File: config.mk
export PLATFORM = sky130hd
export DESIGN_NAME = grid_scan_driver
export DESIGN_NICKNAME = d
export VERILOG_FILES = /design/src/rtl/grid_scan_driver.sv
export SDC_FILE = /design/constraint.sdc
export NUM_CORES = 1
export LEC_CHECK = 0
export CAP_MARGIN = 10
export CORE_UTILIZATION = 52
export DETAILED_ROUTE_END_ITERATION = 8
export PLACE_DENSITY = 0.75
export SETUP_SLACK_MARGIN = 0.05
export SLEW_MARGIN = 20
export SYNTH_ARGS = -nofsm -noshare
export SYNTH_HDL_FRONTEND = slang
export SYNTH_SLANG_ARGS = --single-unit
File: constraint.sdc
create_clock -name clk -period 2.9 [get_ports clk]
set_input_delay 0.58 -clock clk [delete_from_list [all_inputs] [get_ports clk]]
set_output_delay 0.58 -clock clk [all_outputs]
set_load 0.02 [all_outputs]
File: src/rtl/grid_scan_driver.sv
// Row-multiplexed 8x8 LED driver for the Game of Life grid. Generations are
// double-buffered and only swapped into the display on entry to row 0.
module grid_scan_driver #(
  parameter int ROW_DWELL    = 1000,
  parameter int BLANK_CYCLES = 16
) (
  input  logic        clk,
  input  logic        reset,
  input  logic        enable,
  input  logic [63:0] grid_in,
  input  logic        grid_valid,
  output logic [7:0]  row_sel,
  output logic [7:0]  col_data,
  output logic        frame_start
);

  localparam int CNT_MAX = (ROW_DWELL > BLANK_CYCLES) ? ROW_DWELL : BLANK_CYCLES;
  localparam int CW      = $clog2(CNT_MAX + 1);
  localparam logic [CW-1:0] DWELL_LAST = CW'(ROW_DWELL - 1);
  localparam logic [CW-1:0] BLANK_LAST = (BLANK_CYCLES > 0) ? CW'(BLANK_CYCLES - 1) : '0;

  typedef enum logic [1:0] {IDLE, ACTIVE, BLANK} state_e;

  state_e          state_q, state_d;
  logic [2:0]      row_idx_q, row_idx_d;
  logic [CW-1:0]   cnt_q, cnt_d;
  logic [7:0][7:0] disp_buf_q, disp_buf_d;
  logic [63:0]     pend_buf_q, pend_buf_d;
  logic            pend_flag_q, pend_flag_d;
  logic [7:0]      row_sel_q, row_sel_d;
  logic [7:0]      col_data_q, col_data_d;
  logic            frame_start_q;
  logic            swap;

  // Next state; swap marks every entry into row 0 ACTIVE.
  always_comb begin
    state_d   = state_q;
    row_idx_d = row_idx_q;
    cnt_d     = cnt_q;
    swap      = 1'b0;
    case (state_q)
      IDLE: begin
        row_idx_d = 3'd0;
        cnt_d     = '0;
        if (enable) begin
          state_d = ACTIVE;
          swap    = 1'b1;
        end
      end
      ACTIVE: begin
        if (cnt_q == DWELL_LAST) begin
          cnt_d = '0;
          if (BLANK_CYCLES == 0) begin
            row_idx_d = row_idx_q + 3'd1;
            swap      = (row_idx_q == 3'd7);
          end else begin
            state_d = BLANK;
          end
        end else begin
          cnt_d = cnt_q + 1'b1;
        end
      end
      BLANK: begin
        if (cnt_q == BLANK_LAST) begin
          cnt_d     = '0;
          state_d   = ACTIVE;
          row_idx_d = row_idx_q + 3'd1;
          swap      = (row_idx_q == 3'd7);
        end else begin
          cnt_d = cnt_q + 1'b1;
        end
      end
      default: state_d = IDLE;
    endcase
    // Dropping enable aborts immediately, even mid-row.
    if (!enable) begin
      state_d   = IDLE;
      row_idx_d = 3'd0;
      cnt_d     = '0;
      swap      = 1'b0;
    end
  end

  // Buffering and registered output values derived from the next state.
  always_comb begin
    disp_buf_d  = disp_buf_q;
    pend_buf_d  = pend_buf_q;
    pend_flag_d = pend_flag_q;
    if (grid_valid) begin
      pend_buf_d  = grid_in;
      pend_flag_d = 1'b1;
    end
    if (swap) begin
      // A strobe on the swap edge is newer than anything pending.
      if (grid_valid)       disp_buf_d = grid_in;
      else if (pend_flag_q) disp_buf_d = pend_buf_q;
      pend_flag_d = 1'b0;
    end
    row_sel_d  = 8'h00;
    col_data_d = 8'h00;
    if (state_d == ACTIVE) begin
      row_sel_d  = 8'b1 << row_idx_d;
      col_data_d = disp_buf_d[row_idx_d];
    end
  end

  always_ff @(posedge clk or negedge reset) begin
    if (!reset) begin
      state_q       <= IDLE;
      row_idx_q     <= 3'd0;
      cnt_q         <= '0;
      disp_buf_q    <= '0;
      pend_buf_q    <= '0;
      pend_flag_q   <= 1'b0;
      row_sel_q     <= 8'h00;
      col_data_q    <= 8'h00;
      frame_start_q <= 1'b0;
    end else begin
      state_q       <= state_d;
      row_idx_q     <= row_idx_d;
      cnt_q         <= cnt_d;
      disp_buf_q    <= disp_buf_d;
      pend_buf_q    <= pend_buf_d;
      pend_flag_q   <= pend_flag_d;
      row_sel_q     <= row_sel_d;
      col_data_q    <= col_data_d;
      frame_start_q <= swap;
    end
  end

  assign row_sel     = row_sel_q;
  assign col_data    = col_data_q;
  assign frame_start = frame_start_q;

endmodule

==> impl_metrics.yaml, run 1 <==
timing:
  timing_hold_violations_final: 0
  setup_viol: 0
  drv_slew: 0
  clock_skew_ns: 0.00661
  whs_ns: 0.109
  min_period_ns: 2.87
  finalCritPeriodShare: 0.988
  fmax_mhz: 349
  rsz0062_at_grt: "yes"
  tns_ns: 0
  slew_headroom: 0.424
  worst_slew_pin_slew_ns: 0.861
finish:
  final_util: 0.674
  instances_no_fill: 1147
  final_layout_size_suffix_gt1_frac: 0.193
  final_cell_mix: "dfrtp_1 (159), clkdlybuf4s50_1 (81), o21ai_0 (64)"
  area_growth_pct: 25.7
  fin_nets: 998
  fin_area_sq_um: 10300
  layout_commonest_cell: "dfrtp_1"
  n_antenna_cell: 0
yosys:
  synth_xor_area_frac: 0.00107
  synth_edf_count: 0
  ys_ff_latch: 161
  synthAdderAreaFrac: 0.0107
  ys_types: 59
  syn_area_per_cell_sq_um: 9.80
  synth_area_leaders: "dfrtp_1 (49%), o21ai_0 (4.7%), mux2_2 (4.3%), o221a_2 (2.6%), clkbuf_1 (2.5%)"
  synth_compound_area_frac: 0.231
  synth_nets: 910
  synth_top_area_frac: 0.493
  yosys.area_share.simple: 0.155
  synthCells: 835
  synth_ff_type: "dfrtp_1"
  ys_warn_count: 0
  synthArstFlopShare: 1.00
  netlist_area_sq_um: 8180
  synthMuxAreaShare: 0.0512
  ys_seq_area_frac: 0.493
  synth_area_leader_cell: "dfrtp_1"
  synth_top_family_by_area: "compound AO/OA/AOI/OAI gates"
floorplan:
  die_area_sq_um: 16200
  ios: 85
  fp.coreArea_sq_um: 15300
  die_h_microns: 127
  start_util: 0.536
  fp.dieW_microns: 127
  rows: 45
pwr:
  powerDensity_nw_per_um2: 660
  max-vdd-ir-drop_mv: 0.454
  power.leakage_uw: 0.00427
routing:
  drtPass1Iterations: 6
  via_count: 7320
  drc: 0
  wl_microns: 23300
  drt_iter0_markers: 732
  vias_per_cell: 6.38
  post_drt_wl_per_cell_microns: 20.3
  ant_nets: 0
setup_path:
  crit_path_top_delay_cell: "or4_4"
  crit_type: "reg -> reg"
  cp_cell_sequence: "or4_4 -> o41ai_4 -> buf_6 -> buf_4 -> a21oi_1 -> a211oi_2 -> mux2i_1 -> mux2_2 -> o22ai_1"
  worstPathMaxFanout: 14
  critPathMaxStageDelay_ns: 0.57
  cp.buffers_inverters: 2
  worst_setup_path_start_kind: "register"
  required_ns: 3.24
  arrival_ns: 3.21
  cp-end-kind: "register"
  critical_path.top_delay_family: "compound AO/OA/AOI/OAI gates"
clock_tree:
  path_clk_slew_ns: 0.06
  numCtsBuffers: 17
  htree_levels: 4
  clk_latency_ns: 0.42
  cts_tree: "yes"
  cts.sinks: 161
  cts-root-buf: "clkbuf_16"
  cts_buffer_depth: 2
worst_hold_path:
  min_path_type: "in -> async"
grt:
  grt_pass1_wl_microns: 36900
  grt_pass1_vias: 7354
  grt_usage: 0.291
  antenna_found_initial: 0
  grt-ovfl-total: 0
  grt_max_degree: 108
placed_design:
  dp_cells: 1105
  place_hpwl_microns: 14900
  gp_congestion: 0.884
  placed_cell_area_sq_um: 9380
  port_buffers: 84
status:
  status: "finished, final reports clean"
flow_run:
  maxCapViolCount: 0
-- sequential cells by signal, summed over array words and instances (netlist names) --
register	flops
disp_buf_q	64
pend_buf_q	64
cnt_q	10
col_data	8
row_sel	8
row_idx_q	3
state_q	2
frame_start	1
pend_flag_q	1
-- final cells by class --
class / count / area, sq um
sequential: 161 / 4030
inverter: 47 / 181
clock buffer: 20 / 447
clock inverter: 12 / 154
timing repair buffer: 139 / 1360
multi-input combinational: 557 / 3840
fill: 1149 / 4970
tap: 211 / 264
-- layer usage --
metal,track usage,vias to the layer above,share of wire,wire [microns]
met1,0.374,3671,0.42,9760
li1,-,3272,-,-
met5,0,-,0,0
met4,0.109,0,0.023,527
met2,0.479,331,0.48,11300
met3,0.0699,46,0.074,1730
-- power breakdown --
group,switching (uW),internal (uW),total [uW]
logic,874,752,1630
registers,208,2630,2840
clock network,934,1380,2320
-- logic make-up (layout without fill, tap and decap cells) --
| group | count (synthesis) | in the layout |
|---|---|---|
| XOR/XNOR | 1 | 1 |
| adder cells (fa/ha/maj) | 7 | 7 |
| flip-flops | 161 | 161 |
| AO/OA/AOI/OAI | 272 | 272 |
| AND/OR/NAND/NOR | 239 | 239 |
| buffers and inverters | 117 | 218 |
| multiplexers | 38 | 38 |
-- synth_stat cells (4+ instances only) --
| cell | instances |
|---|---|
| a211oi_1 | 12 |
| a21o_1 | 4 |
| a21oi_1 | 19 |
| a22oi_1 | 21 |
| a31oi_1 | 21 |
| a32oi_1 | 9 |
| a41oi_1 | 19 |
| and2_1 | 10 |
| and3_1 | 6 |
| buf_1 | 4 |
| buf_2 | 8 |
| clkbuf_1 | 54 |
| dfrtp_1 | 161 |
| ha_1 | 7 |
| inv_1 | 45 |
| mux2_2 | 31 |
| mux2i_1 | 7 |
| nand2_1 | 48 |
| nand2b_1 | 9 |
| nand3_1 | 9 |
| nand3b_1 | 12 |
| nand4_1 | 12 |
| nor2_1 | 51 |
| nor2b_1 | 24 |
| nor3_1 | 17 |
| o2111ai_1 | 4 |
| o211ai_1 | 8 |
| o21ai_0 | 77 |
| o221a_2 | 19 |
| o22ai_1 | 29 |
| o31ai_1 | 9 |
| or3_1 | 27 |
-- worst register-to-register path: stages (launching register included) --
cell and delay, ns:
dfrtp_1 0.38, or4_4 0.57, o41ai_4 0.53, buf_6 0.19, buf_4 0.21, a21oi_1 0.11
a211oi_2 0.27, mux2i_1 0.11, mux2_2 0.28, o22ai_1 0.14
-- path summary, 6_finish.rpt --
check                                     from        endpoint  slack (ns)  cells past startpoint
worst min register to register  pend_buf_q[51]  pend_buf_q[51]        0.50                      1
worst max register to register        cnt_q[8]     col_data[5]        0.03                      9
worst min-delay path                     reset  pend_buf_q[14]        0.11                      1
max in group asynchronous                reset  disp_buf_q[34]        1.99                      2
worst max-delay path                  cnt_q[8]     col_data[5]        0.03                      9
min in group clk                pend_buf_q[51]  pend_buf_q[51]        0.50                      1
-- metrics by stage --
step / worst slack (ns) / total power [uW]
2_1_floorplan: 0.143 / 3800
3_3_place_gp: 0.0609 / 4250
3_5_place_dp: -0.0115 / 4340
4_1_cts: 0.0472 / 6660
5_1_grt: -0.0663 / 7070
6_report: 0.0339 / 6780
-- what timing repair did --
action | 4_1_cts | 5_1_grt
hold endpoints to repair | 0 | 0
resized for setup | 4 | 53
cloned | 0 | 3
hold buffers | 0 | 0
setup buffers | 0 | 8
endpoints found under the setup margin | 4 | 8
pin swaps | 1 | 11
Power figures use the tool's default switching activity.
==> run 2: changes to the inputs <==
SLEW_MARGIN = unset   (was 20)
==> results of run 2 <==
Same layout as run 1: the final DEF is identical, and so are final timing and power.
